### config.mk
export PLATFORM = sky130hd
export DESIGN_NAME = csr_regbank_avmm
export DESIGN_NICKNAME = d
export VERILOG_FILES = /design/src/rtl/csr_regbank_avmm.sv
export SDC_FILE = /design/constraint.sdc
export NUM_CORES = 1
export LEC_CHECK = 0
export ABC_AREA = 1
export BUFFER_PORTS_ARGS = -buffer_cell sky130_fd_sc_hd__buf_2
export CAP_MARGIN = 20
export CORE_AREA = 5 5 681 683
export CTS_BUF_LIST = sky130_fd_sc_hd__clkbuf_2 sky130_fd_sc_hd__clkbuf_4 sky130_fd_sc_hd__clkbuf_8
export DETAILED_ROUTE_END_ITERATION = 6
export DIE_AREA = 0 0 686 688
export HOLD_SLACK_MARGIN = 0.06
export PLACE_DENSITY = 0.3
export SLEW_MARGIN = 20
export SYNTH_ARGS = -nofsm -noshare
export SYNTH_HDL_FRONTEND = slang
export SYNTH_SLANG_ARGS = --single-unit
export TNS_END_PERCENT = 100
### constraint.sdc
create_clock -name clk -period 5.2 [get_ports clk]
set_input_delay 1.3 -clock clk [delete_from_list [all_inputs] [get_ports clk]]
set_output_delay 1.3 -clock clk [all_outputs]
set_load 0.03 [all_outputs]
### src/rtl/csr_regbank_avmm.sv
// Avalon-MM CSR register bank with per-register RW/RO/W1C/PULSE modes and a
// forwarded external window that uses a waitrequest handshake with a timeout.
module csr_regbank_avmm #(
    parameter int unsigned                  NUM_REGS     = 16,
    parameter int unsigned                  ADDR_W       = 12,
    parameter logic [NUM_REGS-1:0]          RO_MASK      = '0,
    parameter logic [NUM_REGS-1:0]          W1C_MASK     = '0,
    parameter logic [NUM_REGS-1:0]          PULSE_MASK   = '0,
    parameter logic [NUM_REGS*32-1:0]       RESET_VALUES = '0,
    parameter logic [ADDR_W-1:0]            EXT_BASE     = 'h800,
    parameter logic [ADDR_W-1:0]            EXT_SIZE     = 'h400,
    parameter int unsigned                  EXT_TIMEOUT  = 256
) (
    input  logic                   clk,
    input  logic                   rst_n,
    input  logic [ADDR_W-1:0]      avs_address,
    input  logic                   avs_read,
    input  logic                   avs_write,
    input  logic [31:0]            avs_writedata,
    input  logic [3:0]             avs_byteenable,
    output logic [31:0]            avs_readdata,
    output logic                   avs_readdatavalid,
    output logic [1:0]             avs_response,
    output logic                   avs_waitrequest,
    output logic [NUM_REGS*32-1:0] reg_q,
    output logic [NUM_REGS-1:0]    reg_wr_pulse,
    input  logic [NUM_REGS*32-1:0] hw_status,
    input  logic [NUM_REGS*32-1:0] hw_set,
    output logic [ADDR_W-1:0]      ext_addr,
    output logic                   ext_rd,
    output logic                   ext_wr,
    output logic [31:0]            ext_wdata,
    output logic [3:0]             ext_be,
    input  logic [31:0]            ext_rdata,
    input  logic                   ext_ack,
    output logic [15:0]            ext_timeout_cnt
);

    localparam int unsigned CntW = (EXT_TIMEOUT > 2) ? $clog2(EXT_TIMEOUT) : 1;
    localparam logic [1:0] RespOkay   = 2'b00;
    localparam logic [1:0] RespSlvErr = 2'b10;
    localparam logic [1:0] RespDecErr = 2'b11;

    typedef enum logic {StIdle, StExtWait} state_e;

    state_e                  state_q, state_d;
    logic [CntW-1:0]         cnt_q, cnt_d;
    logic [NUM_REGS*32-1:0]  regs_q, regs_d;
    logic [NUM_REGS-1:0]     wr_pulse_q, wr_pulse_d;
    logic                    rvalid_q, rvalid_d;
    logic [31:0]             rdata_q, rdata_d;
    logic [1:0]              resp_q, resp_d;
    logic [ADDR_W-1:0]       ext_addr_q, ext_addr_d;
    logic [31:0]             ext_wdata_q, ext_wdata_d;
    logic [3:0]              ext_be_q, ext_be_d;
    logic                    ext_rd_q, ext_rd_d;
    logic                    ext_wr_q, ext_wr_d;
    logic                    ext_is_rd_q, ext_is_rd_d;
    logic [15:0]             tmo_q, tmo_d;

    logic                    accept_wr, accept_rd;
    logic [31:0]             be_mask;
    logic [31:0]             word_idx;
    logic                    local_hit, ext_hit;
    logic [ADDR_W:0]         addr_ext;
    logic [ADDR_W-1:0]       ext_diff;
    logic [NUM_REGS-1:0]     wr_hit;
    logic [31:0]             local_rdata;

    assign accept_wr = (state_q == StIdle) && avs_write;
    assign accept_rd = (state_q == StIdle) && avs_read && !avs_write;
    assign be_mask   = {{8{avs_byteenable[3]}}, {8{avs_byteenable[2]}},
                        {8{avs_byteenable[1]}}, {8{avs_byteenable[0]}}};
    assign word_idx  = 32'(avs_address[ADDR_W-1:2]);
    assign local_hit = word_idx < NUM_REGS;
    assign addr_ext  = {1'b0, avs_address};
    assign ext_hit   = (addr_ext >= {1'b0, EXT_BASE}) &&
                       (addr_ext < ({1'b0, EXT_BASE} + {1'b0, EXT_SIZE}));
    assign ext_diff  = avs_address - EXT_BASE;

    // RO registers expose the live hardware status instead of stored state.
    always_comb begin
        reg_q       = regs_q;
        wr_hit      = '0;
        local_rdata = '0;
        for (int i = 0; i < NUM_REGS; i++) begin
            if (RO_MASK[i]) begin
                reg_q[i*32 +: 32] = hw_status[i*32 +: 32];
            end
            wr_hit[i] = accept_wr && local_hit && (word_idx == 32'(i));
            if (word_idx == 32'(i)) begin
                local_rdata = reg_q[i*32 +: 32];
            end
        end
    end

    always_comb begin
        regs_d     = regs_q;
        wr_pulse_d = '0;
        for (int i = 0; i < NUM_REGS; i++) begin
            if (RO_MASK[i]) begin
                regs_d[i*32 +: 32] = RESET_VALUES[i*32 +: 32];
            end else if (W1C_MASK[i]) begin
                if (wr_hit[i]) begin
                    regs_d[i*32 +: 32] = regs_q[i*32 +: 32] & ~(avs_writedata & be_mask);
                end
                // Set is applied last so it wins over a coincident clear.
                regs_d[i*32 +: 32] = regs_d[i*32 +: 32] | hw_set[i*32 +: 32];
            end else begin
                if (PULSE_MASK[i] && wr_pulse_q[i]) begin
                    regs_d[i*32 +: 32] = RESET_VALUES[i*32 +: 32];
                end
                if (wr_hit[i]) begin
                    regs_d[i*32 +: 32] = (regs_d[i*32 +: 32] & ~be_mask) |
                                         (avs_writedata & be_mask);
                end
            end
            wr_pulse_d[i] = wr_hit[i] && !RO_MASK[i];
        end
    end

    always_comb begin
        state_d     = state_q;
        cnt_d       = cnt_q;
        rvalid_d    = 1'b0;
        rdata_d     = rdata_q;
        resp_d      = resp_q;
        ext_addr_d  = ext_addr_q;
        ext_wdata_d = ext_wdata_q;
        ext_be_d    = ext_be_q;
        ext_rd_d    = 1'b0;
        ext_wr_d    = 1'b0;
        ext_is_rd_d = ext_is_rd_q;
        tmo_d       = tmo_q;
        unique case (state_q)
            StIdle: begin
                if (accept_wr || accept_rd) begin
                    if (local_hit) begin
                        if (accept_rd) begin
                            rvalid_d = 1'b1;
                            rdata_d  = local_rdata;
                            resp_d   = RespOkay;
                        end
                    end else if (ext_hit) begin
                        ext_addr_d  = {ext_diff[ADDR_W-1:2], 2'b00};
                        ext_wdata_d = avs_writedata;
                        ext_be_d    = avs_byteenable;
                        ext_is_rd_d = accept_rd;
                        ext_rd_d    = accept_rd;
                        ext_wr_d    = accept_wr;
                        cnt_d       = '0;
                        state_d     = StExtWait;
                    end else if (accept_rd) begin
                        rvalid_d = 1'b1;
                        rdata_d  = 32'hDEADBEEF;
                        resp_d   = RespDecErr;
                    end
                end
            end
            StExtWait: begin
                if (ext_ack) begin
                    state_d = StIdle;
                    if (ext_is_rd_q) begin
                        rvalid_d = 1'b1;
                        rdata_d  = ext_rdata;
                        resp_d   = RespOkay;
                    end
                end else if (cnt_q == CntW'(EXT_TIMEOUT - 1)) begin
                    state_d = StIdle;
                    if (ext_is_rd_q) begin
                        rvalid_d = 1'b1;
                        rdata_d  = 32'hDEADBEEF;
                        resp_d   = RespSlvErr;
                    end
                    if (tmo_q != 16'hFFFF) begin
                        tmo_d = tmo_q + 16'd1;
                    end
                end else begin
                    cnt_d = cnt_q + 1'b1;
                end
            end
            default: state_d = StIdle;
        endcase
    end

    always_ff @(posedge clk or negedge rst_n) begin
        if (!rst_n) begin
            state_q     <= StIdle;
            cnt_q       <= '0;
            regs_q      <= RESET_VALUES;
            wr_pulse_q  <= '0;
            rvalid_q    <= 1'b0;
            rdata_q     <= '0;
            resp_q      <= RespOkay;
            ext_addr_q  <= '0;
            ext_wdata_q <= '0;
            ext_be_q    <= '0;
            ext_rd_q    <= 1'b0;
            ext_wr_q    <= 1'b0;
            ext_is_rd_q <= 1'b0;
            tmo_q       <= '0;
        end else begin
            state_q     <= state_d;
            cnt_q       <= cnt_d;
            regs_q      <= regs_d;
            wr_pulse_q  <= wr_pulse_d;
            rvalid_q    <= rvalid_d;
            rdata_q     <= rdata_d;
            resp_q      <= resp_d;
            ext_addr_q  <= ext_addr_d;
            ext_wdata_q <= ext_wdata_d;
            ext_be_q    <= ext_be_d;
            ext_rd_q    <= ext_rd_d;
            ext_wr_q    <= ext_wr_d;
            ext_is_rd_q <= ext_is_rd_d;
            tmo_q       <= tmo_d;
        end
    end

    assign avs_readdata      = rdata_q;
    assign avs_readdatavalid = rvalid_q;
    assign avs_response      = resp_q;
    assign avs_waitrequest   = (state_q == StExtWait);
    assign reg_wr_pulse      = wr_pulse_q;
    assign ext_addr          = ext_addr_q;
    assign ext_rd            = ext_rd_q;
    assign ext_wr            = ext_wr_q;
    assign ext_wdata         = ext_wdata_q;
    assign ext_be            = ext_be_q;
    assign ext_timeout_cnt   = tmo_q;

    logic unused_ok;
    assign unused_ok = ^{avs_address[1:0], hw_status, hw_set, regs_q};

endmodule

Yosys cells after proc, flatten, opt, wreduce, memory -nomap -nowiden --
Index checks and enable logic that the tools add are counted. Widths: inputs -> output; s select.
Storage, ports and cells: output and inout bits 630, latch bits 0, word-level logic and storage cells 191, input bits 1109, flip-flop bits (word level) 637, memories 0, bits in read-only memories 0, memory bits (writable) 0
Operators by class: divide/modulo/power cells 0, muxes and demuxes 64, bitwise operators 37, equality and inequality tests 27, shift-type cells 0, $lt $le $gt $ge 3, $add $sub $neg 3, multipliers 0, reduce and logical (&&, ||, !) cells 28
Operators by type and width (count):
- $mux 32 | 25
- $and 32x32->32 | 17
- $or 32x32->32 | 16
- $eq 10x4->1 const B | 8
- $pmux 32 s2 | 1
- $eq 10x3->1 const B | 4
- $mux 8 | 5
- $logic_not 32->1 | 1
- $not 32->32 | 1
- $logic_and 1x1->1 | 21
- $eq 10x2->1 const B | 2
- $mux 1 | 20
- $mux 2 | 9
- $add 16x1->16 const B | 1
- $ne 16x16->1 const B | 1
- $pmux 8 s2 | 1
- $ge 12x12->1 const B | 1
- $lt 12x12->1 const B | 1
- $sub 12x12->12 const B | 1
- $eq 10x1->1 const B | 1
- $lt 10x5->1 const B | 1
- $ne 3x3->1 const B | 3
- $add 8x1->8 const B | 1
- $eq 8x8->1 const B | 1
- 11 further kinds | 19

Logic depth before layout (Yosys ltp) --
Gate-level depths: netlist of the first run.
depth in word-level cells 21, gate-level depth with buffers 19, mapped depth without buffers 18

Worst setup path after synthesis of the first run --
OpenSTA, ideal clock, no wires.
kind input to register, start input port avs_address[4], end register with a tool-made name, slack 2.167 ns, stages on the path 8, data required time 5.081 ns, arrival 2.915 ns, library setup time 0.119 ns, cells stage by stage buf_2 nand2_2 nor4_4 nand3_2 nor2_2 buf_2 mux2i_1 inv_1
RTL lines:
- start, declared | line 16 | input logic [ADDR_W-1:0] avs_address,

Final worst setup path of the first run --
start input port avs_address[8], end register rdata_q[6] (netlist: avs_readdata[6])
Between the ends: longest elaborated chain between the ends 21, elaborated cells on any way between the ends 44, classes of those cells order compare (3); eq/ne (18); mux (20); reduce/logical (3)
Ends and longest elaborated chain:
- $logic_not 32->1 | line 91 | if (word_idx == 32'(i)) begin
- $mux 32 (16 in a row) | line 91
- $mux 32 | line 139 | if (accept_rd) begin
- $mux 32 | line 138 | if (local_hit) begin
- $mux 32 | line 137 | if (accept_wr || accept_rd) begin
- $pmux 32 s2 | line 135 | unique case (state_q)
- end signal, assigned | line 208 | rdata_q <= rdata_d;
- end, declared | line 51 | logic [31:0] rdata_q, rdata_d;
Several ways; a longest one is shown, not always the timed one. The select of a mux whose other input is x is not followed. A chain may end at the register's enable or synchronous reset.

==> flow_metrics.env, run 1 <==
export IMPL_run_status="complete, no violations"
export IMPL_power_internal_uw=9080
export IMPL_core_area_sq_mm=0.458
export IMPL_seq_total_area_yosys=0.577
export IMPL_static_leakage_uw=0.0190
export IMPL_critical_path_class="input pin to flop"
export IMPL_design_power_total_uw=13000
export IMPL_min_period_over_period=0.856
export IMPL_cts_buffers=148
export IMPL_final_instance_count_excl_fill=10216
export IMPL_final_layout_size_suffix_gt1_frac=0.295
export IMPL_grtUsageMet1=0.110
export IMPL_timing_critical_path_fanout_max=22
export IMPL_finalWorstPathRequiredPeriod_ns=4.45
export IMPL_tritoncts="yes"
export IMPL_globalRoute_busiestLayer="met2"
export IMPL_drtAntennaViolNets=0
export IMPL_routing_usage_on_met2=0.161
export IMPL_grt_remaining_overflow=0
export IMPL_power_clock_fraction=0.496
export IMPL_num_rows=249
export IMPL_postSynth_asyncResetShare=1.00
export IMPL_synth_area_sq_mm=0.0276
export IMPL_timing_hold_violations_final=0
export IMPL_globalplace_congestion=0.810
export IMPL_slew_viol_final=0
export IMPL_first_pass_iteration_count_of_the_detailed_router=5
export IMPL_tritoncts_sinks=637
export IMPL_h_tree_depth=4
export IMPL_synth_area_per_cell_sq_um=8.57
export IMPL_fin_skew_ns=0.113
export IMPL_clkSlewWorstSetupHoldPaths_ns=0.06
export IMPL_cts_resized=0
export IMPL_chipWidth_um=686
export IMPL_final_wl_um=233000
export IMPL_floorplan_die_height_um=688
export IMPL_route_detailed_drc=0
export IMPL_via_total_after_detailed_routing=27054
export IMPL_globalRouteMet3Util=0.0353
export IMPL_global_route_usage_total=0.0949
export IMPL_worstHoldPathType="input pin to asynchronous set/reset pin"
export IMPL_top_level_ports=1739
export IMPL_yosysMostFrequentCell="nand2_1"
export IMPL_cts_hold_buf=0
export IMPL_synth_cells_most_frequent="1087 x nand2_1, 637 x dfrtp_1, 487 x o21ai_0, 188 x nor2_1, 185 x inv_1"
export IMPL_final_nets=5186
export IMPL_synth_flop_cell="dfrtp_1"
export IMPL_placed_cells_incl_taps=9949
export IMPL_die_area_sq_mm=0.472
export IMPL_cp_end_kind="flop"
export IMPL_power_density_mw_per_mm2=307
export IMPL_route_detailed_wl_per_inst_um=22.8
export IMPL_root_buffer="clkbuf_8"
export IMPL_slew_headroom=0.346
export IMPL_ir_worst_vdd_v=0.000150
export IMPL_initial_utilization=0.0604
export IMPL_detailed_placer_s_ending_hpwl_um=196000
export IMPL_netlist_area_leader_share=0.577
export IMPL_clk_latency_ns=0.96
export IMPL_r2r_setup_slack_ns=2.07
export IMPL_unrepaired_setup_endpoints_after_global_routing="no"
export IMPL_cts_repair_timing_setup_buffer_count=0
export IMPL_synth_seq_cells=637
export IMPL_clockBufferDepth=4
export IMPL_via_to_cell_ratio=2.65
export IMPL_yosysUniqueCellTypes=45
export IMPL_synth_edf_count=0
export IMPL_maxClockFrequency_ghz=0.225
export IMPL_timing_critical_path_from_type="input pin"
export IMPL_detail_route_iter0_violations=1902
export IMPL_largest_net_degree_at_the_start_of_global_routing=115
export IMPL_port_buffers=710
export IMPL_placement_cell_area_sq_mm=0.0394
export IMPL_power_share_switching=0.304
export IMPL_yosys_area_top_type="dfrtp_1"
export IMPL_power_net_switching_uw=3970
export IMPL_setup_violations_final=0
export IMPL_worst_ep_required_time_ns=6.00
export IMPL_sequentialPowerShare=0.402
export IMPL_flow_area_growth_from_synthesis_pct=54.1
export IMPL_grt_pass1_vias=26891
export IMPL_crit_arrival_ns=5.25
export IMPL_p_comb_frac=0.102
export IMPL_number_of_antenna_violations_at_the_first_check_in_global_routing=52
export IMPL_stdcell_area_sq_mm=0.0426
export IMPL_worst_slew_pin_transition_ns=0.981
export IMPL_yosys_warnings=0
export IMPL_synth_top_cells_by_area="dfrtp_1 58%, nand2_1 15%, o21ai_0 8.8%, nor2_1 2.6%, inv_1 2.5%"
export IMPL_grt_first_pass_wirelength_um=294000
export IMPL_whs_ns=0.431
export IMPL_syn_instance_count=3223
export IMPL_cap_viol_max_count=0
==> logic make-up (layout without fill, tap and decap cells) <==
group | count (synthesis) | count (layout) | share of synthesized area
compound gates | 659 | 659 | 0.125
xor+xnor | 15 | 15 | 0.00476
fa+ha+maj | 2 | 2 | 0.000906
buf+inv | 374 | 1329 | 0.0548
flops | 637 | 637 | 0.577
mux | 18 | 18 | 0.00657
other cells | 1 | 15 | 0.000136
simple gates | 1517 | 1517 | 0.231
==> path summary, 6_finish.rpt <==
path | cells past startpoint | startpoint | end
setup / recovery | 17 | avs_address[8] | avs_readdata[6]
hold / removal | 1 | rst_n | avs_readdata[11]
setup reg to reg | 10 | avs_waitrequest | avs_response[1]
hold reg to reg | 2 | ext_addr[7] | ext_addr[7]
max in group asynchronous | 2 | rst_n | asynchronous set/reset pin
min in group clk | 2 | ext_addr[7] | ext_addr[7]
==> cell type report <==
class / instances / area, sq um
Fill cell: 53255 / 415000
Sequential cell: 637 / 15900
Multi-Input combinational cell: 2213 / 10200
Tap cell: 6024 / 7540
Timing Repair Buffer: 872 / 4940
Clock buffer: 221 / 2790
Inverter: 203 / 764
Clock inverter: 33 / 330
Antenna cell: 13 / 32.5
==> placed cells by master, fill, tap and decap left out, drive strengths merged, types with 5 or more instances in the layout <==
cell type	synthesis	layout
nand4	98	98
nor3	14	14
buf	57	872
mux2i	17	17
nor4	7	7
nor2	211	211
xnor2	5	5
nand3	79	79
clkinv	2	18
xor2	10	10
inv	201	206
dfrtp	637	637
clkbuf	114	221
clkinvlp	0	7
bufinv	0	5
nor3b	9	9
nand2	1094	1094
diode	0	13
a21oi	103	103
o21ai	548	548
==> routing by layer <==
metal | part of all wire | vias up
met5 | 0.00039 | -
met4 | 0.038 | 14
met3 | 0.084 | 280
met2 | 0.48 | 1035
met1 | 0.40 | 13476
li1 | - | 12249
==> worst max-delay path, cell delays in order <==
cell and delay, ns:
buf_2 0.10, nor2_1 0.04, nand2_1 0.41, inv_1 0.19, nand3_1 0.27, inv_2 0.34
nand2_1 0.18, nand4_1 0.20, a21oi_1 0.37, nand4_1 0.26, a21oi_1 0.46, buf_4 0.28
nand4_1 0.15, nor2_1 0.24, nand3_1 0.14, o21ai_1 0.14, nand2_1 0.06
==> through the flow <==
stage                     setup WS, ns  utilization  setup TNS (ns)
after CTS                        0.717       0.0929               0
after detailed placement        -0.373       0.0861           -1.10
after global routing             0.621       0.0929               0
after floorplan                   2.17            -               0
final                            0.751       0.0930               0
after global placement          -0.379       0.0861           -1.37
==> power groups by stage <==
stage / clock, uW / sequential [uW] / combinational (uW)
floorplan: 0 / 5660 / 278
global placement: 0 / 5320 / 1370
detailed placement: 0 / 5330 / 1380
CTS: 6830 / 5250 / 1380
global route: 6970 / 5260 / 1440
finish: 6470 / 5250 / 1330
(Power assumes the default switching activity.)
==> run 2: changes to the inputs <==
--- a/config.mk
+++ b/config.mk
@@ -9,8 +9,10 @@
 export BUFFER_PORTS_ARGS = -buffer_cell sky130_fd_sc_hd__buf_2
 export CAP_MARGIN = 20
-export CORE_AREA = 5 5 681 683
+export CELL_PAD_IN_SITES_DETAIL_PLACEMENT = 1
+export CELL_PAD_IN_SITES_GLOBAL_PLACEMENT = 1
+export CORE_AREA = 5 5 668 670
 export CTS_BUF_LIST = sky130_fd_sc_hd__clkbuf_2 sky130_fd_sc_hd__clkbuf_4 sky130_fd_sc_hd__clkbuf_8
 export DETAILED_ROUTE_END_ITERATION = 6
-export DIE_AREA = 0 0 686 688
+export DIE_AREA = 0 0 673 675
 export HOLD_SLACK_MARGIN = 0.06
 export PLACE_DENSITY = 0.3
==> constraint.sdc (replaced) <==
create_clock -name clk -period 5.2 [get_ports clk]
set_input_delay 1.3 -clock clk [delete_from_list [all_inputs] [get_ports clk]]
set_output_delay 1.3 -clock clk [all_outputs]
set_load 0.05 [all_outputs]
==> flow_metrics.env, run 2 (synthesis gave the netlist of run 1 again) <==
export IMPL_clockBufferDepth=4
export IMPL_worstHoldPathType="input pin to asynchronous set/reset pin"
export IMPL_setup_violations_final=0
export IMPL_timing_critical_path_from_type="input pin"
export IMPL_static_leakage_uw=0.0190
export IMPL_ir_worst_vdd_v=0.000136
export IMPL_dpl_worst_slack_ns=-0.170
export IMPL_grt_remaining_overflow=0
export IMPL_global_route_usage_total=0.108
export IMPL_post_route_worst_setup_slack_ns=0.974
export IMPL_slew_headroom=0.279
export IMPL_floorplan_die_height_um=675
export IMPL_cts_repair_timing_setup_buffer_count=0
export IMPL_unrepaired_setup_endpoints_after_global_routing="no"
export IMPL_chipWidth_um=673
export IMPL_design_power_total_uw=13700
export IMPL_globalplace_congestion=0.768
export IMPL_critical_path_cell_by_cell="buf_2 -> nor2_1 -> nand2_1 -> buf_12 -> inv_1 -> nand3_1 -> inv_2 -> nand2_1 -> nand3_1 -> a21oi_1 -> nand4_1 -> a21oi_1 -> nand4_1 -> buf_4 -> nor3b_1 -> nand4_1 -> nand2_1 -> nand2_1"
export IMPL_detailed_placer_s_ending_hpwl_um=210000
export IMPL_h_tree_depth=4
export IMPL_cpLargestDelayFamily="simple AND/OR/NAND/NOR gates"
export IMPL_fin_skew_ns=0.0859
export IMPL_cpMaxStageDelayCell="a21oi_1"
export IMPL_num_rows=244
export IMPL_initial_utilization=0.0628
export IMPL_worst_ep_required_time_ns=6.00
export IMPL_clk_latency_ns=0.97
export IMPL_clkSlewWorstSetupHoldPaths_ns=0.05
export IMPL_crit_top_cell="nand2_1"
export IMPL_worst_path_buf_inv=5
export IMPL_grt_pass1_vias=28635
export IMPL_placed_cells_incl_taps=9812
export IMPL_top_signal_layer_used="met5"
export IMPL_run_status="complete, no violations"
export IMPL_critical_path_class="input pin to flop"
export IMPL_final_wl_um=253000
export IMPL_route_met2_wl_um=122000
export IMPL_core_area_sq_mm=0.440
export IMPL_crit_path_max_incr_delay_ns=0.45
export IMPL_route_detailed_wl_per_inst_um=25.1
export IMPL_route_detailed_drc=0
export IMPL_root_buffer="clkbuf_8"
export IMPL_met1Wirelength_um=90900
export IMPL_layout_cells_most_common_list="1084 x nand2_1, 709 x buf_2, 637 x dfrtp_1"
export IMPL_via_to_cell_ratio=2.68
export IMPL_largest_net_degree_at_the_start_of_global_routing=97
export IMPL_port_buffers=710
export IMPL_cts_resized=0
export IMPL_timing_critical_path_fanout_max=22
export IMPL_tritoncts_sinks=637
export IMPL_first_pass_iteration_count_of_the_detailed_router=5
export IMPL_die_area_sq_mm=0.454
export IMPL_crit_arrival_ns=5.03
export IMPL_tritoncts="yes"
export IMPL_via_total_after_detailed_routing=27007
export IMPL_number_of_antenna_violations_at_the_first_check_in_global_routing=77
export IMPL_slew_viol_final=0
export IMPL_cap_viol_max_count=0
export IMPL_worst_slew_pin_transition_ns=1.08
export IMPL_drtAntennaViolNets=0
export IMPL_cts_hold_buf=0
export IMPL_maxClockFrequency_ghz=0.237
export IMPL_grt_first_pass_wirelength_um=319000
export IMPL_placement_cell_area_sq_mm=0.0391
export IMPL_cp_end_kind="flop"
export IMPL_top_level_ports=1739
export IMPL_timing_hold_violations_final=0
export IMPL_setup_total_negative_slack_ns=0
export IMPL_wl_met3_um=28500
export IMPL_finalWorstPathRequiredPeriod_ns=4.23
export IMPL_final_layout_size_suffix_gt1_frac=0.295
export IMPL_cts_buffers=155
export IMPL_power_density_mw_per_mm2=323
export IMPL_final_nets=5176
export IMPL_stdcell_area_sq_mm=0.0425
export IMPL_leading_cell_type_in_the_layout_fill_and_taps_excluded="nand2_1"
export IMPL_detail_route_iter0_violations=1236
export IMPL_flow_area_growth_from_synthesis_pct=53.7
export IMPL_final_instance_count_excl_fill=10095
export IMPL_min_period_over_period=0.813
==> run 2: cell types whose count changed in the layout (fill, tap and decap cells not counted), moves of 2 or more <==
cell | before | now
inv_8 | 0 | 2
clkinvlp_4 | 7 | 2
clkbuf_8 | 180 | 194
clkbuf_4 | 41 | 52
clkinv_2 | 17 | 10
buf_12 | 13 | 11
buf_4 | 150 | 134
bufinv_16 | 5 | 3
==> run 2: metrics by stage <==
| stage | hold WS (ns) | utilization |
|---|---|---|
| after global routing | 0.376 | 0.0964 |
| after detailed placement | 0.468 | 0.0889 |
| after CTS | 0.313 | 0.0964 |
| after floorplan | 0.453 | - |
| final | 0.428 | 0.0965 |
| after global placement | 0.452 | 0.0889 |
==> run 2: area by class of cell <==
cell class,count,area (sq um)
well taps,5904,7390
clock inverters,23,249
repair buffers,855,4790
multi-input cells,2213,10200
diodes,14,35.0
fillers,52328,397000
inverters,203,764
clock buffers,246,3060
flip-flops and latches,637,15900
==> run 2: routing by layer <==
layer,up-vias,GRT usage
met3,328,0.0562
met4,18,0.0403
met1,13519,0.111
met5,-,0
met2,913,0.184
li1,12229,-
==> run 2: path summary, 6_finish.rpt <==
check                                startpoint          endpoint  slack, ns  cells past startpoint
max in group asynchronous                 rst_n   avs_readdata[7]       3.28                      2
worst max-delay path             avs_address[9]  avs_readdata[12]       0.97                     18
min in group clk                    ext_addr[9]       ext_addr[9]       0.47                      2
worst min-delay path                      rst_n   avs_readdata[4]       0.43                      1
worst min register to register      ext_addr[9]       ext_addr[9]       0.47                      2
worst max register to register  avs_waitrequest   avs_response[1]       1.70                      9
==> run 2: report_power, final <==
group / switching, uW / internal (uW) / total [uW]
logic: 1290 / 272 / 1560
clock network: 3030 / 3880 / 6900
registers: 116 / 5140 / 5260
